<file path="config.mk">
export PLATFORM = sky130hd
export DESIGN_NAME = id_ex_stage
export DESIGN_NICKNAME = d
export VERILOG_FILES = /design/src/rtl/id_ex_stage.sv
export SDC_FILE = /design/constraint.sdc
export NUM_CORES = 1
export LEC_CHECK = 0
export CAP_MARGIN = 20
export CORE_AREA = 2 2 160 162
export DETAILED_ROUTE_END_ITERATION = 16
export DIE_AREA = 0 0 162 164
export DONT_BUFFER_PORTS = 1
export PLACE_DENSITY_LB_ADDON = 0.1
export SYNTH_ARGS = -nofsm -noshare
export SYNTH_HDL_FRONTEND = slang
export SYNTH_SLANG_ARGS = --single-unit
</file>
<file path="constraint.sdc">
create_clock -name clk -period 1.8 [get_ports clk]
set_clock_uncertainty 0.15 [all_clocks]
set_input_delay 0.27 -clock clk [delete_from_list [all_inputs] [get_ports clk]]
set_output_delay 0.27 -clock clk [all_outputs]
set_load 0.05 [all_outputs]
</file>
<file path="src/rtl/id_ex_stage.sv">
// ID/EX pipeline register for the 5-stage RV32I core.
// Latches decoded D-stage fields into E, detects load-use hazards (stall F/D
// for one cycle and insert an E bubble), applies taken-branch flushes, forms
// the forwarded E operands and counts stall/flush events.
//
// Handshake: there is no valid/ready pair here. valid_d/valid_e mark real
// instructions; stall_fd asks the upstream stages to hold for exactly one
// cycle, flush_d asks them to turn IF/ID into a bubble. A flush always wins
// over a stall so the PC redirect is never blocked.
module id_ex_stage #(
  parameter int XLEN  = 32,
  parameter int CNT_W = 16
) (
  input  logic             clk,
  input  logic             rst,
  input  logic             valid_d,
  input  logic [XLEN-1:0]  pc_d,
  input  logic [4:0]       raddr1_d,
  input  logic [4:0]       raddr2_d,
  input  logic [4:0]       waddr_d,
  input  logic [XLEN-1:0]  rdata1_d,
  input  logic [XLEN-1:0]  rdata2_d,
  input  logic [XLEN-1:0]  imm_d,
  input  logic             reg_wr_d,
  input  logic             mem_wr_d,
  input  logic [1:0]       wb_sel_d,
  input  logic [3:0]       alu_op_d,
  input  logic [2:0]       br_type_d,
  input  logic             br_taken_e,
  input  logic [1:0]       forwardAE,
  input  logic [1:0]       forwardBE,
  input  logic [XLEN-1:0]  alu_result_m,
  input  logic [XLEN-1:0]  wdata_w,
  output logic             valid_e,
  output logic [XLEN-1:0]  pc_e,
  output logic [4:0]       raddr1_e,
  output logic [4:0]       raddr2_e,
  output logic [4:0]       waddr_e,
  output logic [XLEN-1:0]  imm_e,
  output logic             reg_wr_e,
  output logic             mem_wr_e,
  output logic [1:0]       wb_sel_e,
  output logic [3:0]       alu_op_e,
  output logic [2:0]       br_type_e,
  output logic [XLEN-1:0]  opa_e,
  output logic [XLEN-1:0]  opb_e,
  output logic             stall_fd,
  output logic             flush_d,
  output logic [CNT_W-1:0] stall_cnt,
  output logic [CNT_W-1:0] flush_cnt
);

  logic             valid_q,    valid_d_n;
  logic [XLEN-1:0]  pc_q,       pc_d_n;
  logic [4:0]       raddr1_q,   raddr1_d_n;
  logic [4:0]       raddr2_q,   raddr2_d_n;
  logic [4:0]       waddr_q,    waddr_d_n;
  logic [XLEN-1:0]  rdata1_q,   rdata1_d_n;
  logic [XLEN-1:0]  rdata2_q,   rdata2_d_n;
  logic [XLEN-1:0]  imm_q,      imm_d_n;
  logic             reg_wr_q,   reg_wr_d_n;
  logic             mem_wr_q,   mem_wr_d_n;
  logic [1:0]       wb_sel_q,   wb_sel_d_n;
  logic [3:0]       alu_op_q,   alu_op_d_n;
  logic [2:0]       br_type_q,  br_type_d_n;
  logic [CNT_W-1:0] stall_cnt_q, stall_cnt_d;
  logic [CNT_W-1:0] flush_cnt_q, flush_cnt_d;

  logic lu;
  logic bubble;

  // Load-use detection: a load in E whose destination (never x0) is read by
  // the real instruction in D cannot be covered by forwarding.
  always_comb begin
    lu = valid_q & reg_wr_q & wb_sel_q[1] & (waddr_q != 5'd0) & valid_d &
         ((raddr1_d == waddr_q) | (raddr2_d == waddr_q));
    stall_fd = lu & ~br_taken_e;
    flush_d  = br_taken_e;
    bubble   = br_taken_e | lu;
  end

  // Next E contents: a bubble on flush or load-use, else the D fields.
  always_comb begin
    valid_d_n   = 1'b0;
    pc_d_n      = '0;
    raddr1_d_n  = 5'd0;
    raddr2_d_n  = 5'd0;
    waddr_d_n   = 5'd0;
    rdata1_d_n  = '0;
    rdata2_d_n  = '0;
    imm_d_n     = '0;
    reg_wr_d_n  = 1'b0;
    mem_wr_d_n  = 1'b0;
    wb_sel_d_n  = 2'b00;
    alu_op_d_n  = 4'd0;
    br_type_d_n = 3'b000;
    if (!bubble) begin
      valid_d_n   = valid_d;
      pc_d_n      = pc_d;
      raddr1_d_n  = raddr1_d;
      raddr2_d_n  = raddr2_d;
      waddr_d_n   = waddr_d;
      rdata1_d_n  = rdata1_d;
      rdata2_d_n  = rdata2_d;
      imm_d_n     = imm_d;
      reg_wr_d_n  = reg_wr_d;
      mem_wr_d_n  = mem_wr_d;
      wb_sel_d_n  = wb_sel_d;
      alu_op_d_n  = alu_op_d;
      br_type_d_n = br_type_d;
    end
  end

  // Saturating event counters; a flush cycle never counts as a stall
  // because stall_fd is already masked by br_taken_e.
  always_comb begin
    stall_cnt_d = stall_cnt_q;
    flush_cnt_d = flush_cnt_q;
    if (stall_fd && (stall_cnt_q != {CNT_W{1'b1}})) stall_cnt_d = stall_cnt_q + 1'b1;
    if (br_taken_e && (flush_cnt_q != {CNT_W{1'b1}})) flush_cnt_d = flush_cnt_q + 1'b1;
  end

  // Pipeline register and counters; reset leaves a bubble in E.
  always_ff @(posedge clk) begin
    if (rst) begin
      valid_q     <= 1'b0;
      pc_q        <= '0;
      raddr1_q    <= 5'd0;
      raddr2_q    <= 5'd0;
      waddr_q     <= 5'd0;
      rdata1_q    <= '0;
      rdata2_q    <= '0;
      imm_q       <= '0;
      reg_wr_q    <= 1'b0;
      mem_wr_q    <= 1'b0;
      wb_sel_q    <= 2'b00;
      alu_op_q    <= 4'd0;
      br_type_q   <= 3'b000;
      stall_cnt_q <= '0;
      flush_cnt_q <= '0;
    end else begin
      valid_q     <= valid_d_n;
      pc_q        <= pc_d_n;
      raddr1_q    <= raddr1_d_n;
      raddr2_q    <= raddr2_d_n;
      waddr_q     <= waddr_d_n;
      rdata1_q    <= rdata1_d_n;
      rdata2_q    <= rdata2_d_n;
      imm_q       <= imm_d_n;
      reg_wr_q    <= reg_wr_d_n;
      mem_wr_q    <= mem_wr_d_n;
      wb_sel_q    <= wb_sel_d_n;
      alu_op_q    <= alu_op_d_n;
      br_type_q   <= br_type_d_n;
      stall_cnt_q <= stall_cnt_d;
      flush_cnt_q <= flush_cnt_d;
    end
  end

  // Zero-latency operand forwarding: 00 from M, 10 from W, 01/11 stored value.
  always_comb begin
    case (forwardAE)
      2'b00:   opa_e = alu_result_m;
      2'b10:   opa_e = wdata_w;
      default: opa_e = rdata1_q;
    endcase
    case (forwardBE)
      2'b00:   opb_e = alu_result_m;
      2'b10:   opb_e = wdata_w;
      default: opb_e = rdata2_q;
    endcase
  end

  assign valid_e   = valid_q;
  assign pc_e      = pc_q;
  assign raddr1_e  = raddr1_q;
  assign raddr2_e  = raddr2_q;
  assign waddr_e   = waddr_q;
  assign imm_e     = imm_q;
  assign reg_wr_e  = reg_wr_q;
  assign mem_wr_e  = mem_wr_q;
  assign wb_sel_e  = wb_sel_q;
  assign alu_op_e  = alu_op_q;
  assign br_type_e = br_type_q;
  assign stall_cnt = stall_cnt_q;
  assign flush_cnt = flush_cnt_q;

endmodule
</file>
==> impl_metrics.sql, run 1 <==
INSERT INTO impl_metrics (metric_group, metric, value, unit) VALUES
('outcome', 'outcome', 'complete, but fails checks', ''),
('outcome', 'violated_checks', 'setup timing', ''),
('detailed_routing', 'wl_per_cell', '20.64', 'µm'),
('detailed_routing', 'wl_met2', '14.66', 'mm'),
('die', 'die-area', '26570', 'µm²'),
('power_and_ir_drop', 'max-vdd-ir-drop', '0.6324', 'mV'),
('detailed_routing', 'route.detailed.vias_per_inst', '4.817', ''),
('global_routing', 'grt_pass1_wl', '39.98', 'mm'),
('clock_network', 'numClockSinks', '187', ''),
('synthesis', 'number_of_register_bits_inferred_by_synthesis', '187', ''),
('clock_network', 'clk_root_buffer_cell', 'sky130_fd_sc_hd__clkbuf_16', ''),
('layout', 'final_nets', '1269', ''),
('layout', 'area_delta_synth_final', '66.19', '%'),
('detailed_routing', 'first_iter_violations', '293', ''),
('sta', 'final-hold-violation-count', '0', ''),
('critical_path', 'critPathLaunchType', 'flop', ''),
('sta', 'final.min_clock_period', '2.265', 'ns'),
('critical_path', 'crit_path_cell_trace', 'or4_4, o21ai_4, buf_6, nor3_4, buf_12', ''),
('synthesis', 'synth_area_per_cell', '9.560', 'µm²'),
('detailed_routing', 'post-route-drc-count', '0', ''),
('critical_path', 'crit_slowest_cell', 'sky130_fd_sc_hd__or4_4', ''),
('power_and_ir_drop', 'pwr-share-seq', '44.9', '%'),
('layout', 'multi_input_comb_area', '4074', 'µm²'),
('synthesis', 'yosys_warnings', '0', ''),
('sta', 'timing.final.max_slew_violations', '0', ''),
('critical_path', 'critPathCaptureType', 'output pin', ''),
('synthesis', 'yosysUniqueCellTypes', '43', ''),
('power_and_ir_drop', 'p_int', '6951', 'µW'),
('min_path', 'hold_path.class', 'in2reg', ''),
('clock_network', 'htree_num_levels', '4', ''),
('synthesis', 'ys.flop_type', 'sky130_fd_sc_hd__dfxtp_1', ''),
('layout', 'most-common-layout-cells', 'sky130_fd_sc_hd__dlygate4sd3_1, sky130_fd_sc_hd__dfxtp_1, sky130_fd_sc_hd__and2_1', ''),
('place', 'dpl.hpwl', '18.40', 'mm'),
('clock_network', 'cts_inserted_buffers', '17', ''),
('sta', 'period_share', '125.9', '%'),
('clock_network', 'clk-insertion-delay-late', '0.44', 'ns'),
('die', 'fp.dieH', '164', 'µm'),
('sta', 'rsz_0062_raised_after_global_routing', 'true', ''),
('sta', 'finalSetupTns', '-62.37', 'ns'),
('global_routing', 'vias_in_the_first_global_route', '7000', ''),
('critical_path', 'required', '1.38', 'ns'),
('sta', 'worst_slew_pin_tran', '0.6163', 'ns'),
('detailed_routing', 'route.antenna.remaining_nets', '0', ''),
('global_routing', 'number_of_antenna_violations_at_the_first_check_in_global_routing', '1', ''),
('layout', 'seq_area', '3846', 'µm²'),
('die', 'floorplan.initialDensity', '29.39', '%'),
('synthesis', 'synth_edf_count', '0', ''),
('sta', 'setup_viol', '178', ''),
('sta', 'slew_headroom', '58.78', '%'),
('die', 'placementRows', '58', ''),
('critical_path', 'cp_max_fo', '4', ''),
('detailed_routing', 'top_routing_layer_used', 'met4', ''),
('clock_network', 'cts_buffer_depth', '2', ''),
('detailed_routing', 'drt-met1-wl', '10.62', 'mm'),
('die', 'die_w', '162', 'µm'),
('place', 'place.gp.congestion', '0.8344', ''),
('detailed_routing', 'drt-total-wl', '28.59', 'mm'),
('critical_path', 'critical-path-max-stage-delay', '0.54', 'ns'),
('layout', 'mostFrequentLayoutCell', 'sky130_fd_sc_hd__dlygate4sd3_1', ''),
('synthesis', 'syn_inst', '763', ''),
('detailed_routing', 'via_count', '6671', ''),
('power_and_ir_drop', 'leakage', '0.004972', 'µW'),
('synthesis', 'post_synthesis_net_count', '991', ''),
('global_routing', 'pin_count_of_the_biggest_net_entering_global_routing', '65', ''),
('global_routing', 'total_track_usage', '19.75', '%'),
('layout', 'drive_gt1_share', '36.53', '%'),
('power_and_ir_drop', 'power_density', '843.3', 'nW/µm²'),
('sta', 'setup_slack', '-0.4654', 'ns'),
('critical_path', 'kind_of_critical_path', 'reg2out', ''),
('layout', 'nFillCells', '2273', ''),
('clock_network', 'clk_pin_slew_worst_paths', '0.10', 'ns');
## path summary, 6_finish.rpt
path                        startpoint                        end  slack [ns]  depth (start not counted)
min reg2reg  flush_cnt[8]$_SDFFE_PP0P_  flush_cnt[8]$_SDFFE_PP0P_        0.41                          2
max reg2reg      waddr_e[1]$_SDFF_PP0_    rdata2_q[27]$_SDFF_PP0_       -0.45                          9
min                         br_taken_e  flush_cnt[4]$_SDFFE_PP0P_        0.03                          3
max              waddr_e[1]$_SDFF_PP0_                   stall_fd       -0.47                          5
## registers in the layout, indices dropped and copies added, names as in the netlist
signal and cells:
rdata2_q 32, raddr2_e 5, pc_e 32, stall_cnt 16, reg_wr_e 1, wb_sel_e 2
alu_op_e 4, waddr_e 5, br_type_e 3, flush_cnt 16, mem_wr_e 1, raddr1_e 5
imm_e 32, valid_e 1, rdata1_q 32
## synth_stat cells, drive strengths merged, types with 2 or more instances
cell type    n  area [µm²]
inv          3       11.26
mux2         7       78.83
and4         6       53.80
nor3        16       80.08
ha           2       25.02
dfxtp      187        3744
and3         2       12.51
a21oi       10       50.05
a31oi        5       31.28
nor4        10       68.81
mux2i       65       650.6
and2       155       969.7
o31ai        8       60.06
nand3       14       70.07
nand2       76       285.3
nor2b        7       43.79
buf         10       56.29
or3          3       18.77
o21ai       66       341.6
clkbuf      39       167.7
nor2        24       90.09
nand4       10       62.56
xnor2       20       175.2
or4          9       76.32
## layout make-up
class | instances | area share (%)
clock inverters | 15 | 1.765
well taps | 330 | 3.406
inverters | 3 | 0.09289
multi-input cells | 526 | 33.61
repair buffers | 306 | 25.87
diodes | 1 | 0.02064
flip-flops and latches | 187 | 31.73
clock buffers | 17 | 3.509
## routing by layer
layer | vias up | global-route usage [%]
li1 | 3161 | -
met2 | 327 | 35.53
met4 | 0 | 6.557
met1 | 3149 | 21.16
met3 | 34 | 7.803
met5 | - | 0
## power groups by stage
stage          Sequential, µW  Clock, µW  Combinational (µW)
2_1_floorplan            4700          0                 955
3_3_place_gp             4680          0                1050
3_5_place_dp             4670          0                1060
4_1_cts                  4580       4180                1500
5_1_grt                  4600       4350                1680
6_report                 4580       4040                1600
## cell families (layout without fill, tap and decap cells)
kind of cell,after synthesis,count (layout),synth area share (%)
buf+inv,53,341,3.345
mux,72,72,10.00
compound gates,93,95,7.050
simple gates,336,337,25.54
other cells,0,1,0
xor+xnor,20,20,2.401
flops,187,187,51.32
fa+ha+maj,2,2,0.3430
## tightest hold or removal path, cell delays in order
cell                     delay [ns]
sky130_fd_sc_hd__and4_4        0.19
sky130_fd_sc_hd__nor2_1        0.08
sky130_fd_sc_hd__nor3_1        0.05
## through the flow
stage          utilization (%)  instance area, µm²  std cells  setup WS, ns  hold WS (ns)
6_report                 48.85               12120       1385       -0.4654       0.03166
5_1_grt                  48.85               12120       1385       -0.5166       0.04792
4_1_cts                  46.54               11550       1364       -0.4459       0.03464
3_5_place_dp             35.17                8730       1149       -0.3364        0.1912
3_3_place_gp             35.17                8730       1149       -0.3173        0.1884
2_1_floorplan                -                7869        763       -0.3200        0.2465
## what timing repair did
action,4_1_cts,5_1_grt
gates resized for setup,48,91
hold endpoints to repair,187,0
buffers inserted,16,17
hold buffers,158,0
setup endpoints to repair,180,184
cloned,9,10
pin swaps,15,30
(Power assumes the default switching activity.)
==> run 2: changes to the inputs <==
Settings changed: SETUP_SLACK_MARGIN from default to 0.5.
==> impl_metrics.sql, run 2 (synthesis results as in run 1) <==
INSERT INTO impl_metrics (metric_group, metric, value, unit) VALUES
('clock_network', 'cts_buffer_depth', '2', ''),
('outcome', 'violated_checks', 'hold timing, setup timing', ''),
('layout', 'multi_input_comb_area', '5080', 'µm²'),
('power_and_ir_drop', 'power_density', '719.3', 'nW/µm²'),
('critical_path', 'critPathLaunchType', 'flop', ''),
('sta', 'period_share', '128.7', '%'),
('detailed_routing', 'via_count', '6851', ''),
('die', 'floorplan.core_area', '24820', 'µm²'),
('place', 'dp_cells', '1127', ''),
('job', 'drv.max_cap_violation_count', '0', ''),
('clock_network', 'numClockSinks', '187', ''),
('detailed_routing', 'route.met3.wl', '2.641', 'mm'),
('clock_network', 'cts_tree', 'yes', ''),
('place', 'place.gp.congestion', '0.8417', ''),
('critical_path', 'crit_slowest_cell', 'sky130_fd_sc_hd__dfxtp_4', ''),
('detailed_routing', 'first_iter_violations', '202', ''),
('critical_path', 'kind_of_critical_path', 'reg2reg', ''),
('sta', 'worst_slew_pin_tran', '0.5959', 'ns'),
('layout', 'finish.utilization', '57.43', '%'),
('die', 'die_w', '162', 'µm'),
('place', 'dpl.hpwl', '18.52', 'mm'),
('layout', 'final_nets', '1278', ''),
('detailed_routing', 'drt-met1-wl', '10.76', 'mm'),
('critical_path', 'critical-path-max-stage-delay', '0.35', 'ns'),
('sta', 'max_clock_freq', '431.5', 'MHz'),
('sta', 'slew_headroom', '60.14', '%'),
('die', 'floorplan.initialDensity', '29.39', '%'),
('detailed_routing', 'route.detailed.vias_per_inst', '4.918', ''),
('sta', 'timing.final.max_slew_violations', '0', ''),
('die', 'placementRows', '58', ''),
('layout', 'area_delta_synth_final', '95.40', '%'),
('die', 'fp.dieH', '164', 'µm'),
('min_path', 'hold_path.class', 'in2reg', ''),
('layout', 'mostFrequentLayoutCell', 'sky130_fd_sc_hd__dlygate4sd3_1', ''),
('sta', 'final-hold-violation-count', '31', ''),
('detailed_routing', 'wl_met2', '16.01', 'mm'),
('clock_network', 'clk-insertion-delay-late', '0.42', 'ns'),
('global_routing', 'pin_count_of_the_biggest_net_entering_global_routing', '65', ''),
('power_and_ir_drop', 'leakage', '0.005585', 'µW'),
('detailed_routing', 'drt-total-wl', '30.55', 'mm'),
('detailed_routing', 'top_routing_layer_used', 'met4', ''),
('critical_path', 'required', '1.97', 'ns'),
('outcome', 'outcome', 'complete, but fails checks', ''),
('global_routing', 'number_of_antenna_violations_at_the_first_check_in_global_routing', '0', ''),
('global_routing', 'total_track_usage', '21.82', '%'),
('layout', 'seq_area', '4255', 'µm²'),
('layout', 'most-common-layout-cells', 'sky130_fd_sc_hd__dlygate4sd3_1, sky130_fd_sc_hd__and2_4, sky130_fd_sc_hd__dfxtp_4', ''),
('layout', 'antenna_cells', '0', ''),
('critical_path', 'cp_data_arrival_time', '2.49', 'ns'),
('clock_network', 'cts-hold-fix-buffers', '156', ''),
('global_routing', 'grt_pass1_wl', '43.58', 'mm'),
('sta', 'rsz_0062_raised_after_global_routing', 'true', ''),
('sta', 'setup_viol', '172', ''),
('detailed_routing', 'post-route-drc-count', '0', ''),
('sta', 'final.min_clock_period', '2.317', 'ns'),
('global_routing', 'global_route.overflow_total', '0', ''),
('sta', 'worst_hold_slack', '-0.2518', 'ns'),
('detailed_routing', 'route.antenna.remaining_nets', '0', ''),
('critical_path', 'cp_max_fo', '5', ''),
('place', 'placement.io_buffers', '0', ''),
('sta', 'setup_slack', '-0.5174', 'ns'),
('critical_path', 'crit_path_cell_trace', 'buf_6, xnor2_2, nand3_2, o22a_4, buf_6, buf_16, o21a_4, buf_4, buf_6, buf_16, and2_4', ''),
('global_routing', 'vias_in_the_first_global_route', '7396', ''),
('critical_path', 'critPathCaptureType', 'flop', ''),
('power_and_ir_drop', 'max-vdd-ir-drop', '0.4841', 'mV'),
('layout', 'drive_gt1_share', '66.89', '%'),
('clock_network', 'cts_inserted_buffers', '17', ''),
('clock_network', 'clk_root_buffer_cell', 'sky130_fd_sc_hd__clkbuf_16', ''),
('critical_path', 'cpMostUsedCell', 'sky130_fd_sc_hd__buf_6', ''),
('detailed_routing', 'drt_first_pass_iters', '4', ''),
('die', 'die-area', '26570', 'µm²'),
('clock_network', 'htree_num_levels', '4', ''),
('layout', 'final-instance-count-excl-fill', '1393', ''),
('detailed_routing', 'wl_per_cell', '21.93', 'µm'),
('die', 'io_pins', '415', ''),
('clock_network', 'clk_pin_slew_worst_paths', '0.08', 'ns'),
('layout', 'nFillCells', '2010', '');
-- run 2: cell count changes in the layout (fill, tap and decap cells not counted), moves of 23 or more --
cell / delta
sky130_fd_sc_hd__dfxtp_1: -151
sky130_fd_sc_hd__dfxtp_4: +88
sky130_fd_sc_hd__and2_1: -85
sky130_fd_sc_hd__and2_4: +85
sky130_fd_sc_hd__nand2_1: -65
sky130_fd_sc_hd__nand2_2: +64
sky130_fd_sc_hd__o21ai_2: -64
sky130_fd_sc_hd__o21ai_4: +64
sky130_fd_sc_hd__dfxtp_2: +63
sky130_fd_sc_hd__buf_4: -58
sky130_fd_sc_hd__buf_6: +23
-- run 2: through the flow --
stage	setup TNS, ns	hold slack [ns]	total power, µW	instance area [µm²]	setup slack (ns)
2_1_floorplan	-30.54	0.2465	5854	8667	-0.3200
3_3_place_gp	-32.62	0.1859	5795	9128	-0.3323
3_5_place_dp	-38.62	0.1909	5807	9128	-0.3620
4_1_cts	-64.55	-0.2791	10270	13170	-0.4865
5_1_grt	-81.39	-0.2776	10660	14250	-0.5830
6_report	-70.25	-0.2518	10250	14250	-0.5174
-- run 2: power by group --
part	switching (µW)	total [µW]	internal, µW
clock	1900	3780	1880
combinational	984	1930	946
sequential	347	4540	4190
-- run 2: path summary, 6_finish.rpt --
path | startpoint | end | slack (ns) | depth (start not counted)
max reg2reg | waddr_e[2]$_SDFF_PP0_ | rdata1_q[24]$_SDFF_PP0_ | -0.52 | 11
min | rst | flush_cnt[15]$_SDFFE_PP0P_ | -0.25 | 1
min reg2reg | flush_cnt[6]$_SDFFE_PP0P_ | flush_cnt[6]$_SDFFE_PP0P_ | 0.40 | 2
max | waddr_e[2]$_SDFF_PP0_ | rdata1_q[24]$_SDFF_PP0_ | -0.52 | 11
-- run 2: area by class of cell --
type / instances / area share, %
multi-input cells: 527 / 35.64
flip-flops and latches: 187 / 29.85
repair buffers: 314 / 27.37
clock buffers: 17 / 2.985
well taps: 330 / 2.897
clock inverters: 15 / 1.176
inverters: 3 / 0.07900
-- run 2: timing repair --
item | CTS | global route
cloned | 26 | 2
gates resized for setup | 301 | 355
setup buffers | 39 | 11
setup endpoints to repair | 375 | 375
hold endpoints to repair | 187 | 32
pin swaps | 39 | 81
-- run 2: per-layer routing --
metal	vias up	global-route usage, %
li1	3179	-
met5	-	0
met2	335	40.14
met3	53	7.677
met4	0	8.769
met1	3284	22.64
-- run 2: worst max-delay path: cells and delay by family (launching register included) --
family | cells | cell delay, ns
and+or+nand+nor | 2 | 0.25
buffers and inverters | 6 | 0.79
DFF | 1 | 0.35
AOI/OAI and AO/OA | 2 | 0.51
xor gates and xnor gates | 1 | 0.17
==> run 3: changes to the inputs <==
--- a/config.mk
+++ b/config.mk
@@ -13,2 +13,3 @@
 export PLACE_DENSITY_LB_ADDON = 0.1
+export REMOVE_ABC_BUFFERS = 1
 export SETUP_SLACK_MARGIN = 0.5
==> constraint.sdc (replaced) <==
create_clock -name clk -period 1.8 [get_ports clk]
set_clock_uncertainty 0.15 [all_clocks]
set_input_delay 0.18 -clock clk [delete_from_list [all_inputs] [get_ports clk]]
set_output_delay 0.18 -clock clk [all_outputs]
set_load 0.05 [all_outputs]
==> impl_metrics.sql, run 3 (synthesis results as in run 1) <==
INSERT INTO impl_metrics (metric_group, metric, value, unit) VALUES
('detailed_routing', 'route.detailed.vias_per_inst', '4.660', ''),
('sta', 'final-hold-violation-count', '0', ''),
('global_routing', 'pin_count_of_the_biggest_net_entering_global_routing', '65', ''),
('clock_network', 'cts_tree', 'yes', ''),
('global_routing', 'number_of_antenna_violations_at_the_first_check_in_global_routing', '1', ''),
('sta', 'worst_slew_pin_tran', '0.6553', 'ns'),
('critical_path', 'cp_max_fo', '3', ''),
('critical_path', 'critPathLaunchType', 'flop', ''),
('power_and_ir_drop', 'p_sw_share', '31.37', '%'),
('sta', 'setup_viol', '172', ''),
('job', 'drv.max_cap_violation_count', '0', ''),
('clock_network', 'clk_pin_slew_worst_paths', '0.08', 'ns'),
('detailed_routing', 'drt_first_pass_iters', '5', ''),
('global_routing', 'grt_pass1_wl', '38.05', 'mm'),
('layout', 'final-instance-count-excl-fill', '1398', ''),
('die', 'die_w', '162', 'µm'),
('min_path', 'hold_path.class', 'in2reg', ''),
('min_path', 'holdPathEnd', 'stall_cnt[13]$_SDFFE_PP0P_', ''),
('layout', 'drive_gt1_share', '23.71', '%'),
('power_and_ir_drop', 'p_int', '6889', 'µW'),
('clock_network', 'clk_root_buffer_cell', 'sky130_fd_sc_hd__clkbuf_16', ''),
('global_routing', 'global_route.overflow_total', '0', ''),
('detailed_routing', 'wl_per_cell', '18.56', 'µm'),
('place', 'detailedPlace.worstSlack', '-0.3291', 'ns'),
('sta', 'period_share', '122.5', '%'),
('die', 'floorplan.core_area', '24820', 'µm²'),
('min_path', 'worstHoldStart', 'br_taken_e', ''),
('place', 'dp_cells', '1194', ''),
('sta', 'slew_headroom', '56.32', '%'),
('critical_path', 'regToRegEndpoint', 'alu_op_e[3]$_SDFF_PP0_', ''),
('critical_path', 'cp_data_arrival_time', '1.87', 'ns'),
('outcome', 'outcome', 'complete, but fails checks', ''),
('critical_path', 'worst-r2r-cell-count', '8', ''),
('critical_path', 'kind_of_critical_path', 'reg2out', ''),
('die', 'io_pins', '415', ''),
('sta', 'worst_hold_slack', '0.04141', 'ns'),
('clock_network', 'cts_buffer_depth', '2', ''),
('detailed_routing', 'route.antenna.remaining_nets', '0', ''),
('clock_network', 'htree_num_levels', '4', ''),
('clock_network', 'numClockSinks', '187', ''),
('detailed_routing', 'first_iter_violations', '245', ''),
('detailed_routing', 'drt-total-wl', '25.95', 'mm'),
('layout', 'most-common-layout-cells', 'sky130_fd_sc_hd__dfxtp_1, sky130_fd_sc_hd__dlygate4sd3_1, sky130_fd_sc_hd__and2_1', ''),
('global_routing', 'total_track_usage', '18.59', '%'),
('power_and_ir_drop', 'max-vdd-ir-drop', '0.4591', 'mV'),
('power_and_ir_drop', 'power_density', '883.1', 'nW/µm²'),
('sta', 'finalSetupTns', '-56.03', 'ns'),
('die', 'placementRows', '58', ''),
('power_and_ir_drop', 'switchingPower', '3150', 'µW'),
('sta', 'setup_slack', '-0.4041', 'ns'),
('outcome', 'violated_checks', 'setup timing', ''),
('sta', 'max_clock_freq', '453.7', 'MHz'),
('critical_path', 'required', '1.47', 'ns'),
('power_and_ir_drop', 'power_frac_comb', '14.9', '%'),
('min_path', 'timing.hold.worst_path_depth', '4', ''),
('clock_network', 'cts_inserted_buffers', '17', ''),
('layout', 'final_nets', '1282', ''),
('sta', 'final.min_clock_period', '2.204', 'ns'),
('critical_path', 'reg2reg_from', 'waddr_e[1]$_SDFF_PP0_', ''),
('power_and_ir_drop', 'pwr-share-seq', '45.9', '%'),
('layout', 'mostFrequentLayoutCell', 'sky130_fd_sc_hd__dfxtp_1', ''),
('critical_path', 'critPathCaptureType', 'output pin', ''),
('die', 'die-area', '26570', 'µm²'),
('global_routing', 'vias_in_the_first_global_route', '6897', ''),
('die', 'floorplan.initialDensity', '29.39', '%'),
('place', 'dpl.hpwl', '17.36', 'mm'),
('clock_network', 'clk-insertion-delay-late', '0.43', 'ns'),
('sta', 'rsz_0062_raised_after_global_routing', 'true', ''),
('place', 'place.gp.congestion', '0.8448', ''),
('place', 'placement.io_buffers', '0', ''),
('detailed_routing', 'post-route-drc-count', '0', ''),
('die', 'fp.dieH', '164', 'µm'),
('layout', 'area_delta_synth_final', '55.85', '%'),
('critical_path', 'rrSetupSlack', '-0.40', 'ns'),
('detailed_routing', 'via_count', '6515', ''),
('power_and_ir_drop', 'leakage', '0.004693', 'µW'),
('sta', 'timing.final.max_slew_violations', '0', ''),
('power_and_ir_drop', 'clock_share_of_power', '39.3', '%');
## run 3: cell types whose count changed in the layout (fill, tap and decap cells not counted), sizes merged
cell          before  now
o22a               3    1
clkinv             6    9
o21a               2    1
dlymetal6s4s       0    1
diode              0    1
buf              156  162
inv               12    9
## run 3: through the flow
stage / power [µW] / instance area [µm²] / util [%]
4_1_cts: 10110 / 11150 / 44.91
5_1_grt: 10430 / 11370 / 45.81
3_5_place_dp: 5810 / 8641 / 34.82
2_1_floorplan: 5446 / 7062 / -
3_3_place_gp: 5803 / 8641 / 34.82
6_report: 10040 / 11370 / 45.81
## run 3: power groups by stage
stage / Combinational, µW / Sequential, µW / Clock, µW
after floorplan: 725 / 4720 / 0
after global placement: 1100 / 4700 / 0
after detailed placement: 1110 / 4700 / 0
after CTS: 1460 / 4600 / 4050
after global routing: 1580 / 4620 / 4240
final: 1490 / 4610 / 3940
## run 3: final cells by class
class	count	area (µm²)
fill	2330	13450
sequential	187	3761
multi-input combinational	524	3570
timing repair buffer	321	2977
clock buffer	17	425.4
tap	330	412.9
clock inverter	15	209.0
inverter	3	11.26
antenna	1	2.502
## run 3: layer usage
layer,up-vias,part of all wire [%],global-route usage (%),wire (µm)
met5,-,0,0,0
met4,0,2.9,7.844,755
met3,44,7.9,5.758,2037
met2,308,50,33.62,13070
met1,3015,39,20.09,10090
li1,3148,-,-,-
## run 3: worst max-delay path by stage
stage | startpoint | slack, ns | endpoint | cells after the start
after floorplan | waddr_e[0]$_SDFF_PP0_ | -1.70 | alu_op_e[0]$_SDFF_PP0_ | 5
after global placement | waddr_e[1]$_SDFF_PP0_ | -0.30 | stall_cnt[15]$_SDFFE_PP0P_ | 5
after detailed placement | stall_cnt[0]$_SDFFE_PP0P_ | -0.33 | stall_cnt[13]$_SDFFE_PP0P_ | 7
after CTS | waddr_e[2]$_SDFF_PP0_ | -0.45 | stall_fd | 6
after global routing | waddr_e[4]$_SDFF_PP0_ | -0.48 | stall_cnt[10]$_SDFFE_PP0P_ | 7
final | waddr_e[1]$_SDFF_PP0_ | -0.40 | stall_fd | 6
## run 3: worst max-delay path, cell delays in order (launching register included)
cell and delay (ns):
sky130_fd_sc_hd__dfxtp_2 0.34, sky130_fd_sc_hd__or4_4 0.54, sky130_fd_sc_hd__o21ai_4 0.16, sky130_fd_sc_hd__buf_6 0.12, sky130_fd_sc_hd__nor3_4 0.03, sky130_fd_sc_hd__buf_6 0.11
sky130_fd_sc_hd__buf_8 0.14
## run 3: timing repair
item	in CTS	in global routing
buffers inserted	4	4
hold endpoints to repair	187	0
pin swaps	12	16
cloned	3	2
endpoints found under the setup margin	375	375
hold buffers	158	0
gates resized for setup	40	27
